==> src/rtl/spi_pkg.sv <==
// spi_pkg: shared FSM states, frame layout constants and frame-width helper for the SPI register peripheral
package spi_pkg;

   typedef enum logic [1:0] {
      IDLE  = 2'd0,
      SHIFT = 2'd1,
      CHECK = 2'd2
   } state_t;

   // R/W is the first bit on the wire, so it lands in the shift register MSB
   localparam int RW_BIT = 0;

   function automatic int frame_w(input int addr_w, input int data_w);
      return 1 + addr_w + data_w;
   endfunction

endpackage

==> src/rtl/spi_reg_peripheral_sync_edge.sv <==
// spi_sync_edge: multi-stage input synchroniser with one-clk rise/fall pulses on the synchronised level
module spi_sync_edge #(
   parameter int SYNC_STAGES = 2
) (
   input  logic clk,
   input  logic rst_n,
   input  logic d,
   output logic q,
   output logic rise,
   output logic fall
);

   logic [SYNC_STAGES-1:0] sync;
   logic                   prev;

   // shift the async input through the chain and remember the previous synced level
   always_ff @(posedge clk or negedge rst_n) begin
      if (!rst_n) begin
         sync <= '0;
         prev <= 1'b0;
      end else begin
         sync <= {sync[SYNC_STAGES-2:0], d};
         prev <= sync[SYNC_STAGES-1];
      end
   end

   assign q    = sync[SYNC_STAGES-1];
   assign rise = q & ~prev;
   assign fall = ~q & prev;

endmodule

==> src/rtl/spi_reg_peripheral.sv <==
// spi_reg_peripheral: clk-domain SPI mode-0 write-register bank; define SPI_READBACK_EN to add the cipo readback port
module spi_reg_peripheral
   import spi_pkg::*;
#(
   parameter int NUM_REGS    = 5,
   parameter int DATA_W      = 8,
   parameter int ADDR_W      = 7,
   parameter int SYNC_STAGES = 2
) (
   input  logic                       clk,
   input  logic                       rst_n,
   input  logic                       cs_n,
   input  logic                       sclk,
   input  logic                       copi,
   output logic [NUM_REGS*DATA_W-1:0] regs,
   output logic                       wr_valid,
   output logic [ADDR_W-1:0]          wr_addr,
   output logic                       frame_err
`ifdef SPI_READBACK_EN
   ,
   output logic                       cipo
`endif
);

   localparam int FRAME_W = frame_w(ADDR_W, DATA_W);
   localparam int CNT_W   = $clog2(FRAME_W + 2);
   localparam int RW_IDX  = FRAME_W - 1 - RW_BIT;
`ifdef SPI_READBACK_EN
   localparam bit RB_EN = 1'b1;
`else
   localparam bit RB_EN = 1'b0;
`endif

   logic               sclk_rise, sclk_fall, cs_rise, cs_fall, copi_s;
   logic               unused_sclk_q, unused_cs_q, unused_copi_r, unused_copi_f;
   state_t             state;
   logic [CNT_W-1:0]   cnt;
   logic [FRAME_W-1:0] sr;
   logic [DATA_W-1:0]  bank [NUM_REGS];
   logic               f_rw, len_ok, addr_ok, frame_ok, commit, discard;
   logic [ADDR_W-1:0]  f_addr;
   logic [DATA_W-1:0]  f_data;

   spi_sync_edge #(.SYNC_STAGES(SYNC_STAGES)) u_sclk (
      .clk(clk), .rst_n(rst_n), .d(sclk), .q(unused_sclk_q), .rise(sclk_rise), .fall(sclk_fall)
   );

   spi_sync_edge #(.SYNC_STAGES(SYNC_STAGES)) u_cs (
      .clk(clk), .rst_n(rst_n), .d(cs_n), .q(unused_cs_q), .rise(cs_rise), .fall(cs_fall)
   );

   spi_sync_edge #(.SYNC_STAGES(SYNC_STAGES)) u_copi (
      .clk(clk), .rst_n(rst_n), .d(copi), .q(copi_s), .rise(unused_copi_r), .fall(unused_copi_f)
   );

   assign f_rw     = sr[RW_IDX];
   assign f_addr   = sr[FRAME_W-2 -: ADDR_W];
   assign f_data   = sr[DATA_W-1:0];
   assign len_ok   = cnt == CNT_W'(FRAME_W);
   assign addr_ok  = {1'b0, f_addr} < (ADDR_W+1)'(NUM_REGS);
   assign frame_ok = len_ok && addr_ok;
   assign commit   = state == CHECK && frame_ok && f_rw;
   assign discard  = state == CHECK && !(frame_ok && (f_rw || RB_EN));

   // frame FSM: a cs_n fall (re)starts a frame, sclk rises shift bits in, cs_n rise ends it
   always_ff @(posedge clk or negedge rst_n) begin
      if (!rst_n) begin
         state <= IDLE;
         cnt   <= '0;
         sr    <= '0;
      end else begin
         case (state)
            IDLE: if (cs_fall) begin
               cnt   <= '0;
               sr    <= '0;
               state <= SHIFT;
            end
            SHIFT: if (cs_fall) begin
               cnt <= '0;
               sr  <= '0;
            end else begin
               if (sclk_rise) begin
                  sr  <= {sr[FRAME_W-2:0], copi_s};
                  cnt <= (cnt == CNT_W'(FRAME_W + 1)) ? cnt : cnt + CNT_W'(1);
               end
               if (cs_rise) state <= CHECK;
            end
            default: state <= IDLE;
         endcase
      end
   end

   // commit or discard the checked frame; registers only change on a good write
   always_ff @(posedge clk or negedge rst_n) begin
      if (!rst_n) begin
         wr_valid  <= 1'b0;
         frame_err <= 1'b0;
         wr_addr   <= '0;
         for (int k = 0; k < NUM_REGS; k++) bank[k] <= '0;
      end else begin
         wr_valid  <= commit;
         frame_err <= discard;
         if (commit) wr_addr <= f_addr;
         for (int k = 0; k < NUM_REGS; k++)
            if (commit && f_addr == ADDR_W'(k)) bank[k] <= f_data;
      end
   end

   for (genvar k = 0; k < NUM_REGS; k++) begin : g_flat
      assign regs[k*DATA_W +: DATA_W] = bank[k];
   end

`ifdef SPI_READBACK_EN
   logic [DATA_W-1:0] rd_sr, rd_word;
   logic              rd_act;

   // register selected by the address bits just shifted in (low bits of sr before data arrives)
   always_comb begin
      rd_word = '0;
      for (int k = 0; k < NUM_REGS; k++)
         if (sr[ADDR_W-1:0] == ADDR_W'(k)) rd_word = bank[k];
   end

   // on sclk falls: load the word after the last address bit, then shift it out MSB first
   always_ff @(posedge clk or negedge rst_n) begin
      if (!rst_n) begin
         rd_act <= 1'b0;
         rd_sr  <= '0;
      end else if (state != SHIFT || cs_fall) begin
         rd_act <= 1'b0;
      end else if (sclk_fall) begin
         if (cnt == CNT_W'(1 + ADDR_W)) begin
            rd_act <= !sr[ADDR_W] && ({1'b0, sr[ADDR_W-1:0]} < (ADDR_W+1)'(NUM_REGS));
            rd_sr  <= rd_word;
         end else begin
            rd_sr <= rd_sr << 1;
            if (cnt >= CNT_W'(FRAME_W)) rd_act <= 1'b0;
         end
      end
   end

   assign cipo = rd_act & rd_sr[DATA_W-1];
`else
   logic unused_sclk_fall;
   assign unused_sclk_fall = sclk_fall;
`endif

endmodule

==> config.mk <==
export PLATFORM = sky130hd
export DESIGN_NAME = spi_reg_peripheral
export DESIGN_NICKNAME = d
export VERILOG_FILES = /design/src/rtl/spi_pkg.sv /design/src/rtl/spi_reg_peripheral_sync_edge.sv /design/src/rtl/spi_reg_peripheral.sv
export SDC_FILE = /design/constraint.sdc
export NUM_CORES = 1
export LEC_CHECK = 0
export BUFFER_PORTS_ARGS = -buffer_cell sky130_fd_sc_hd__buf_2
export CORE_ASPECT_RATIO = 0.5
export CORE_UTILIZATION = 40
export CTS_BUF_LIST = sky130_fd_sc_hd__clkbuf_16
export DETAILED_ROUTE_END_ITERATION = 8
export HOLD_SLACK_MARGIN = 0.08
export PLACE_DENSITY_LB_ADDON = 0.1
export SYNTH_ARGS = -nofsm -noshare
export SYNTH_HDL_FRONTEND = slang
export SYNTH_HIERARCHICAL = 1
export SYNTH_SLANG_ARGS = --single-unit
==> constraint.sdc <==
create_clock -name clk -period 4.33 [get_ports clk]
set_input_delay 0.6495 -clock clk [delete_from_list [all_inputs] [get_ports clk]]
set_output_delay 0.6495 -clock clk [all_outputs]
set_load 0.01 [all_outputs]
**Yosys cells after proc, flatten, opt, wreduce, memory -nomap -nowiden**

Cells that the tools add are included.

- Bits in registers: 80
- Latch bits: 0
- Memory bits (writable): 0
- Memory bits (read-only): 0
- Input bits: 5
- Output and inout port bits: 49
- Logic and storage cells: 67
- Memories: 0

- Add/sub/neg operators: 1
- Multiply operators: 0
- Divide/modulo/power cells: 0
- $lt $le $gt $ge: 1
- Equality and inequality tests: 13
- Shifts and indexed selects: 0
- Muxes and demuxes: 13
- Bitwise gates (word level): 6
- Reductions and logical operators: 17

Operators with widths:

| operator | number |
|---|---|
| $mux W16 | 3 |
| $pmux W16 S2 | 1 |
| $mux W5 | 4 |
| $eq A7 B2 Y1 const B | 2 |
| $eq A5 B5 Y1 const B | 2 |
| $logic_and A1 B1 Y1 | 10 |
| $pmux W5 S2 | 1 |
| $eq A7 B1 Y1 const B | 1 |
| $eq A7 B3 Y1 const B | 1 |
| $logic_not A7 Y1 | 1 |
| $lt A7 B3 Y1 const B | 1 |
| $mux W2 | 3 |
| $ne A2 B2 Y1 const B | 3 |
| $ne A3 B3 Y1 const B | 2 |
| $reduce_and A3 Y1 | 2 |
| $add A5 B1 Y5 const B | 1 |
| $pmux W2 S2 | 1 |
| $reduce_and A4 Y1 | 1 |
| $and A1 B1 Y1 | 3 |
| $not A1 Y1 | 3 |
| $eq A2 B1 Y1 const B | 1 |
| $eq A2 B2 Y1 const B | 1 |
| $logic_not A2 Y1 | 1 |
| $reduce_bool A2 Y1 | 1 |
| $logic_not A1 Y1 | 1 |

**Depth between registers and ports, before layout**

Gate-level depths: netlist (run 1).

- Word-level depth: 5
- Depth in mapped cells: 7
- Mapped depth without buffers: 6

**Modules after synthesis**

Netlist (run 1), hierarchy kept.

By module, submodules not included:

| module | instances | cells an instance | area an instance (sq um) | sequential area each (sq um) |
|---|---|---|---|---|
| spi_reg_peripheral | 1 | 200 | 2852.7 | 1801.7 |
| spi_sync_edge | 3 | 5 | 90.1 | 75.1 |

**Worst setup path before layout (run 1)**

OpenSTA, ideal clock, no wires.

- Path kind: flip-flop to flip-flop
- Start point: reg sr[12]
- End point: reg bank (netlist bit regs[10])
- Library setup time: 0.125 ns
- Arrival time: 2.418 ns
- Required time: 4.205 ns
- Slack: 1.787 ns
- Stages on the path, launching flop included: 6
- Buffers on the path: 1
- Period minus slack after synthesis: 2.543 ns
- Cells stage by stage: dfrtp_1 -> or4_4 -> or4_1 -> buf_2 -> nor4b_4 -> mux2_2

- Cells in the longest elaborated chain, start to end: 5
- Elaborated cells on any way between the ends: 6
- Classes of those cells: order compare (1); eq/ne (1); reduce/logical (4)

RTL lines:

| item | RTL line | source |
|---|---|---|
| from (decl) | spi_reg_peripheral.sv:38 | `logic [FRAME_W-1:0] sr;` |
| from (signal assigned) | spi_reg_peripheral.sv:83 | `sr <= {sr[FRAME_W-2:0], copi_s};` |
| $lt A7 B3 Y1 | spi_reg_peripheral.sv:60 | `assign addr_ok = {1'b0, f_addr} < (ADDR_W+1)'(NUM_REGS);` |
| $logic_and A1 B1 Y1 | spi_reg_peripheral.sv:61 | `assign frame_ok = len_ok && addr_ok;` |
| $logic_and A1 B1 Y1 (2 in series) | spi_reg_peripheral.sv:62 | `assign commit = state == CHECK && frame_ok && f_rw;` |
| $logic_and A1 B1 Y1 (*) | spi_reg_peripheral.sv:105 | `if (commit && f_addr == ADDR_W'(k)) bank[k] <= f_data;` |
| to (signal, indexed assignment) | spi_reg_peripheral.sv:105 |  |
| to (decl) | spi_reg_peripheral.sv:39 | `logic [DATA_W-1:0] bank [NUM_REGS];` |

Every way passes the cells marked *; elsewhere a longest branch is shown, timed or not.
A chain may end at the register's enable or synchronous reset.

**Worst setup path in the final report (run 1)**

- Start point: reg sr[12]
- End point: reg bank (netlist bit regs[14])

Same word-level chain as after synthesis.

==> run summary, run 1 <==
- Tot Pwr: 1.54 mW
- RePlAce Congestion: 0.715
- class of the most critical setup path: reg2reg
- cell count after placement: 352
- estimated wirelength of the detail-placed design: 3770 um
- number of hold buffers added after cts: 0
- Post-Synthesis Cell Area: 0.00307 mm^2
- clock tree sinks: 80
- CP max FO: 8
- routed vias: 1896
- Final Critical Period: 2.81 ns
- final hold violations: 0
- buffer depth of the longest clock path: 2
- layout cell share with drive strength beyond 1: 41.9%
- Skew-Pair Late Insertion Delay: 0.33 ns
- Relative slew margins: 34.6%
- antenna-violating nets left: 0
- max frequency: 356 MHz
- Area after DPL: 0.00343 mm^2
- maximum number of pins on one net before global-route repair: 81
- finished layout cell area: 0.00371 mm^2
- global-route congestion overflow total: 0
- I/O pin count: 54
- clock tree root driver cell: clkbuf_16
- crit end category: flip-flop
- RSZ-0062 raised after global routing: false
- Yosys Warn Count: 6
- initial antenna violation count: 0
- outcome: finished clean
- number of buffer cells added on primary ports: 53
- count of nets after finishing: 275
- cell count after synthesis: 211
- Post-Synthesis Net Count: 219
- number of clock buffers inserted by TritonCTS: 9
- via count of the first global-routing pass: 1955
- Worst Setup Start Kind: flip-flop
- slew at the pin closest to its max-slew limit: 0.982 ns
- leakage power summed over all cells: 1.96 nW
- average wire per standard cell: 15.3 um
- mean instance size in the synthesized netlist: 14.6 um^2
- Core Footprint: 0.00738 mm^2
- wire length of the first global-routing pass: 9630 um
- Starting Density: 41.7%
- CTS tree: done
- DIE AREA: 0.00806 mm^2
- drt first-iter violations: 95
- number of gates resized after CTS: 0
- residual DRC count: 0
- count of TritonRoute iterations in the first routing pass: 4
- worst voltage drop across the vdd grid: 0.237 mV
- worst clock skew: 0.00424 ns
- number of setup violations in the final report: 0
- FP Rows: 22
- worst endpoint required time: 4.55 ns
- fin. max-slew vios: 0
- Die Span X: 126 um
- utilization after layout: 50.3%
- share of the clock period used by the worst path after layout: 64.8%
- type of the worst min-delay path: reg2reg
- non-filler cells, final: 368
- CTS H-tree depth: 3
- antenna cell count: 0
- total wire length after detailed routing: 5640 um
- die height: 64.0 um
- via-per-instance ratio: 5.15
- clock-pin slew of the registers on the worst-case setup and hold paths: 0.06 ns
- total negative slack for setup checks: 0 ns
- growth of design area from synthesis to finish: 20.8%
- Overall Global Routing Usage: 15.9%
- power per cell area: 415 mW/mm^2
- Setup Fix Bufs, Post-CTS: 0
- max-capacitance violation count: 0
- Worst Path Arrival: 3.02 ns
-- area by class of cell --
cell class                 count  area (um^2)
tap                           96          120
clock inverter                 7         56.3
clock buffer                   9          225
multi-input combinational    119         1030
timing repair buffer          53          268
inverter                       4         15.0
fill                         660         3660
sequential                    80         2000
-- state kept, by name, summed over array words and instances (netlist names), 2 cells and up --
register,count
cnt,5
u_copi/sync,2
state,2
u_sclk/sync,2
wr_addr,7
u_cs/sync,2
sr,16
regs,40
-- stage by stage --
stage | worst slack, ns | hold slack (ns)
finish | 1.52 | 0.348
CTS | 1.49 | 0.350
global route | 1.43 | 0.363
floorplan | 1.79 | 0.331
detailed placement | 1.50 | 0.340
global placement | 1.54 | 0.332
-- placed cells by master, fill, tap and decap left out, drive strengths merged, types with 2 or more instances in the layout --
cell / n
a21oi: 5
clkinv: 3
or4: 2
clkbuf: 9
and2: 2
nor4: 2
nor4b: 2
nand2: 3
nor2: 9
inv: 7
a22o: 16
o21ai: 6
nor2b: 7
ha: 3
nand2b: 2
mux2: 40
buf: 53
a2bb2oi: 3
nor3b: 2
or3b: 2
nand3: 5
dfrtp: 80
-- final timing paths --
check | startpoint | endpoint | slack, ns | depth (start not counted)
setup / recovery | sr[12] | regs[14] | 1.52 | 4
hold / removal | u_cs/sync[0] | u_cs/sync[1] | 0.35 | 0
setup reg to reg | sr[12] | regs[14] | 1.52 | 4
hold reg to reg | u_cs/sync[0] | u_cs/sync[1] | 0.35 | 0
max in group asynchronous | rst_n | regs[24] | 3.22 | 1
min in group asynchronous | rst_n | wr_addr[4] | 0.47 | 1
-- routing by layer --
metal / global-route usage [%] / wire (um) / vias to the layer above
met4: 7.53 / 98 / 0
met5: 0 / 0 / -
li1: - / - / 872
met2: 24.7 / 2670 / 30
met3: 6.87 / 261 / 10
met1: 19.4 / 2610 / 984
-- power by group --
| part | leakage [nW] | internal, mW | switching [mW] |
|---|---|---|---|
| combinational | 0.710 | 0.0182 | 0.0398 |
| clock | 0.153 | 0.436 | 0.274 |
| sequential | 1.09 | 0.760 | 0.0127 |
-- critical path, stage by stage (launching register included) --
cell and delay (ns):
dfrtp_1 0.40, or4_4 0.56, or4_1 0.69, nor4b_4 0.64, mux2_2 0.40
Note: power is estimated with default switching activity, not from simulation.
==> inputs of run 2 (changes only) <==
clock period = 2.3 ns   (was 4.33 ns; I/O delays follow)
==> run summary, run 2 (same netlist as run 1, synthesis figures left out) <==
- count of buffering cells on the critical path with inverters included: 1, was 0
- Starting Density: 41.7%, unchanged
- leakage power summed over all cells: 2.11 nW, was 1.96 nW
- global routing met1 resource utilization: 22.9%, was 19.4%
- max-capacitance violation count: 0, unchanged
- worst endpoint required time: 2.52 ns, was 4.55 ns
- Skew-Pair Late Insertion Delay: 0.34 ns, was 0.33 ns
- grt peak-use layer: met2, unchanged
- worst setup slack after placement: -0.219 ns, was 1.50 ns
- power per cell area: 772 mW/mm^2, was 415 mW/mm^2
- worst clock skew: 0.00750 ns, was 0.00424 ns
- GR met3 Demand/Resource: 6.03%, was 6.87%
- outcome: finished with violations, was finished clean
- total wire length after detailed routing: 6140 um, was 5640 um
- fin. max-slew vios: 0, unchanged
- Tot Pwr: 3.08 mW, was 1.54 mW
- crit end category: flip-flop, unchanged
- buffer depth of the longest clock path: 2, unchanged
- clock tree root driver cell: clkbuf_16, unchanged
- number of setup violations in the final report: 16, was 0
- Relative slew margins: 60.1%, was 34.6%
- worst voltage drop across the vdd grid: 0.330 mV, was 0.237 mV
- antenna-violating nets left: 0, unchanged
- share of the clock period used by the worst path after layout: 104%, was 64.8%
- number of buffer cells added on primary ports: 53, unchanged
- wire length of the first global-routing pass: 10600 um, was 9630 um
- initial antenna violation count: 0, unchanged
- CP max stage cell: or4_4, was or4_1
- finished layout cell area: 0.00399 mm^2, was 0.00371 mm^2
- class of the most critical setup path: reg2reg, unchanged
- maximum number of pins on one net before global-route repair: 33, was 81
- antenna cell count: 0, unchanged
- FP Rows: 22, unchanged
- drt first-iter violations: 77, was 95
- failing checks: negative setup slack
- cell count after placement: 374, was 352
- Overall Global Routing Usage: 17.7%, was 15.9%
- met2 usage: 27.4%, was 24.7%
- RePlAce Congestion: 0.763, was 0.715
- clock-pin slew of the registers on the worst-case setup and hold paths: 0.06 ns, about the same
- commonest non-fill, non-tap cell in the layout: dfrtp_1, unchanged
- global-route congestion overflow total: 0, unchanged
- number of fill cells in the layout: 642, was 660
- commonest cells after routing, fill and taps aside: 80 x dfrtp_1, 52 x buf_2, 31 x mux2_2, was 80 x dfrtp_1, 52 x buf_2, 40 x mux2_2
- Die Span X: 126 um, unchanged
- I/O pin count: 54, unchanged
- non-filler cells, final: 393, was 368
- delay of the slowest critical-path stage: 0.59 ns, was 0.69 ns
- Worst Path Arrival: 2.61 ns, was 3.02 ns
- Area after DPL: 0.00361 mm^2, was 0.00343 mm^2
- cell family contributing the most delay on the critical path: simple AND/OR/NAND/NOR gates, unchanged
- clock tree sinks: 80, unchanged
- via-per-instance ratio: 5.03, was 5.15
- number of clock buffers inserted by TritonCTS: 9, unchanged
- count of TritonRoute iterations in the first routing pass: 4, unchanged
- CP max FO: 8, unchanged
- CTS H-tree depth: 3, unchanged
- minimum setup slack in the final design: -0.0847 ns, was 1.52 ns
- DIE AREA: 0.00806 mm^2, unchanged
- routed vias: 1978, was 1896
- residual DRC count: 0, unchanged
- max reg flops: 40, unchanged
- estimated wirelength of the detail-placed design: 4230 um, was 3770 um
- slew at the pin closest to its max-slew limit: 0.594 ns, was 0.982 ns
- final hold violations: 0, unchanged
- layout cell share with drive strength beyond 1: 47.1%, was 41.9%
- RSZ-0062 raised after global routing: true, was false
- die height: 64.0 um, unchanged
- type of the worst min-delay path: in2reg, was reg2reg
- Worst Setup Start Kind: flip-flop, unchanged
- growth of design area from synthesis to finish: 29.9%, was 20.8%
- via count of the first global-routing pass: 2098, was 1955
- Final Critical Period: 2.38 ns, was 2.81 ns
- CTS tree: done, unchanged
- count of nets after finishing: 300, was 275
- Core Footprint: 0.00738 mm^2, unchanged
- max frequency: 419 MHz, was 356 MHz
- cell chain of the critical path: or4_4 -> or4_4 -> nor4b_4 -> buf_6 -> mux2_2, was or4_4 -> or4_1 -> nor4b_4 -> mux2_2
- critical path's most frequent cell: or4_4
- average wire per standard cell: 15.6 um, was 15.3 um
-- run 2: changes by cell type in the layout (fill, tap and decap cells not counted), moves of 2 or more --
cell      before  now
mux2_2        40   31
buf_4          1   22
mux2_4         0    9
buf_6          0    2
clkinv_2       3    1
-- run 2: power breakdown --
group          switching, mW  total [mW]  internal, mW
logic                 0.0859       0.134        0.0486
registers             0.0195        1.45          1.43
clock network          0.556        1.50         0.942
-- run 2: layer usage --
layer  routed length (um)  vias to the layer above
li1                     -                      919
met1                 2990                     1022
met2                 2820                       30
met3                  226                        7
met4                  104                        0
met5                    0                        -
-- run 2: metrics by stage --
step                util (%)  setup TNS (ns)  hold WS [ns]
finish                  54.1           -1.02         0.115
global route            54.1           -2.48         0.104
CTS                     53.9          -0.924         0.103
detailed placement      48.9           -4.16         0.315
global placement        48.9           -3.48         0.307
floorplan                  -           -4.48        0.0494
-- run 2: worst paths after layout --
kind / startpoint / endpoint / slack (ns) / cells past startpoint
max: sr[12] / regs[18] / -0.08 / 5
min: copi / u_copi/sync[0] / 0.11 / 1
max reg2reg: sr[12] / regs[18] / -0.08 / 5
min reg2reg: u_cs/sync[0] / u_cs/sync[1] / 0.34 / 0
max in group asynchronous: rst_n / u_sclk/sync[1] / 1.20 / 3
min in group asynchronous: rst_n / wr_addr[6] / 0.50 / 2
-- run 2: layout make-up --
cell class,count,area (um^2),share of cell area [%]
flip-flops and latches,80,2000,50.1
inverters,4,15.0,0.376
clock inverters,7,88.8,2.23
multi-input cells,119,1060,26.6
well taps,96,120,3.01
repair buffers,78,478,12.0
clock buffers,9,225,5.64
-- run 2: what timing repair did --
action	in CTS	in global routing
pin swaps	1	0
setup endpoints to repair	24	24
endpoints found under the hold margin	29	0
gates resized for setup	11	1
buffers inserted	0	2
hold buffers	1	0
==> inputs of run 3 (changes only) <==
RECOVER_POWER = 50   (was default)
==> run summary, run 3 (same netlist as run 1, synthesis figures left out) <==
- FP Rows: 22, unchanged
- number of buffer cells added on primary ports: 53, unchanged
- buffer depth of the longest clock path: 2, unchanged
- cell chain of the critical path: or4_4 -> or4_4 -> nor4b_4 -> buf_6 -> mux2_2, unchanged
- commonest non-fill, non-tap cell in the layout: dfrtp_1, unchanged
- RePlAce Congestion: 0.763, unchanged
- clock tree root driver cell: clkbuf_16, unchanged
- type of the worst min-delay path: in2reg, unchanged
- I/O pin count: 54, unchanged
- Relative slew margins: 46.2%, was 60.1%
- failing checks: negative setup slack, unchanged
- Critical Path Source: sr[12], unchanged
- initial antenna violation count: 0, unchanged
- clock tree sinks: 80, unchanged
- outcome: finished with violations, unchanged
- fin. max-slew vios: 0, unchanged
- crit end category: flip-flop, unchanged
- Skew-Pair Late Insertion Delay: 0.34 ns, about the same
- estimated wirelength of the detail-placed design: 4230 um, unchanged
- number of setup violations in the final report: 16, unchanged
- minimum setup slack in the final design: -0.0855 ns, was -0.0847 ns
- wire length on met2: 2830 um, was 2820 um
- worst clock skew: 0.00749 ns, was 0.00750 ns
- count of TritonRoute iterations in the first routing pass: 4, unchanged
- finished layout cell area: 0.00395 mm^2, was 0.00399 mm^2
- global-route congestion overflow total: 0, unchanged
- cell count of the worst hold path: 1, unchanged
- residual DRC count: 0, unchanged
- share of the clock period used by the worst path after layout: 104%, about the same
- Overall Global Routing Usage: 17.7%, unchanged
- max reg flops: 40, unchanged
- highest routed metal layer: met4, unchanged
- CTS tree: done, unchanged
- DIE AREA: 0.00806 mm^2, unchanged
- average wire per standard cell: 15.6 um, about the same
- antenna cell count: 0, unchanged
- delay of the slowest critical-path stage: 0.59 ns, about the same
- number of clock buffers inserted by TritonCTS: 9, unchanged
- power per cell area: 780 mW/mm^2, was 772 mW/mm^2
- Final Critical Period: 2.39 ns, was 2.38 ns
- Core Footprint: 0.00738 mm^2, unchanged
- via-per-instance ratio: 5.04, was 5.03
- max frequency: 419 MHz, about the same
- CP max FO: 8, unchanged
- routed vias: 1979, was 1978
- Worst Setup Start Kind: flip-flop, unchanged
- origin of the critical flop-to-flop path: sr[12], unchanged
- worst endpoint required time: 2.52 ns, about the same
- total wire length after detailed routing: 6140 um, about the same
- clock-pin slew of the registers on the worst-case setup and hold paths: 0.06 ns, about the same
- count of nets after finishing: 300, unchanged
- met1 layer wirelength in the final routing: 2980 um, was 2990 um
- leakage power summed over all cells: 2.00 nW, was 2.11 nW
- drt first-iter violations: 75, was 77
- total negative slack for setup checks: -1.03 ns, was -1.02 ns
- growth of design area from synthesis to finish: 28.4%, was 29.9%
- die height: 64.0 um, unchanged
- Die Span X: 126 um, unchanged
- wire length of the first global-routing pass: 10600 um, unchanged
- CP max stage cell: or4_4, unchanged
- CP Capture Point: regs[18], unchanged
- Reg2Reg Depth: 5, unchanged
- Worst Path Arrival: 2.61 ns, about the same
- maximum number of pins on one net before global-route repair: 33, unchanged
- critical path's most frequent cell: or4_4, unchanged
- met3 layer wire length in the routed design: 224 um, was 226 um
- endpoint of the most critical register-to-register path: regs[18], unchanged
- max-capacitance violation count: 0, unchanged
- Starting Density: 41.7%, unchanged
- via count of the first global-routing pass: 2098, unchanged
- R2R setup slack: -0.09 ns, was -0.08 ns
- Area after DPL: 0.00361 mm^2, unchanged
- worst voltage drop across the vdd grid: 0.331 mV, was 0.330 mV
- final hold violations: 0, unchanged
- slew at the pin closest to its max-slew limit: 0.807 ns, was 0.594 ns
- CTS H-tree depth: 3, unchanged
- antenna-violating nets left: 0, unchanged
- commonest cells after routing, fill and taps aside: 80 x dfrtp_1, 31 x mux2_2, 30 x buf_2, was 80 x dfrtp_1, 52 x buf_2, 31 x mux2_2
- class of the most critical setup path: reg2reg, unchanged
- RSZ-0062 raised after global routing: true, unchanged
- layout cell share with drive strength beyond 1: 39.4%, was 47.1%
==> run 3: metal layers <==
layer / up-vias / track usage, %
li1: 921 / -
met1: 1023 / 22.9
met2: 28 / 27.4
met3: 7 / 6.03
met4: 0 / 7.68
met5: - / 0
==> run 3: area by class of cell <==
| class | instances | area, um^2 |
|---|---|---|
| Timing Repair Buffer | 78 | 433 |
| Clock inverter | 7 | 88.8 |
| Multi-Input combinational cell | 119 | 1060 |
| Fill cell | 660 | 3430 |
| Sequential cell | 80 | 2000 |
| Tap cell | 96 | 120 |
| Clock buffer | 9 | 225 |
| Inverter | 4 | 15.0 |
==> run 3: worst min path at each step <==
stage               startpoint              to  slack (ns)
finish                    copi  u_copi/sync[0]        0.11
global route              copi  u_copi/sync[0]        0.10
CTS                       copi  u_copi/sync[0]        0.10
detailed placement       rst_n      wr_addr[5]        0.31
global placement         rst_n      wr_addr[6]        0.31
floorplan                rst_n          cnt[0]        0.05
==> run 3: critical path: cells and delay by family (launching register included) <==
kind / cells / cell delay (ns)
and+or+nand+nor: 3 / 1.38
DFF: 1 / 0.38
muxes: 1 / 0.33
buffers and inverters: 1 / 0.18
==> run 3: repair_timing <==
action | 4_1_cts | 5_1_grt
pin swaps | 1 | 0
setup buffers | 0 | 2
gates resized for setup | 11 | 1
hold buffers | 1 | 0
setup endpoints to repair | 24 | 24
hold endpoints to repair | 29 | 0
==> run 3: power by group <==
group | internal, mW | switching [mW] | total (mW)
registers | 1.43 | 0.0196 | 1.45
logic | 0.0448 | 0.0852 | 0.130
clock network | 0.942 | 0.554 | 1.50
==> run 3: through the flow <==
stage	setup WS [ns]	hold slack (ns)	total power, mW	std cells	util [%]
global route	-0.152	0.104	3.19	393	53.5
CTS	-0.0752	0.103	3.11	391	53.9
detailed placement	-0.219	0.315	1.61	374	48.9
global placement	-0.185	0.307	1.60	374	48.9
floorplan	-0.201	0.0494	1.54	211	-
finish	-0.0855	0.114	3.08	393	53.5
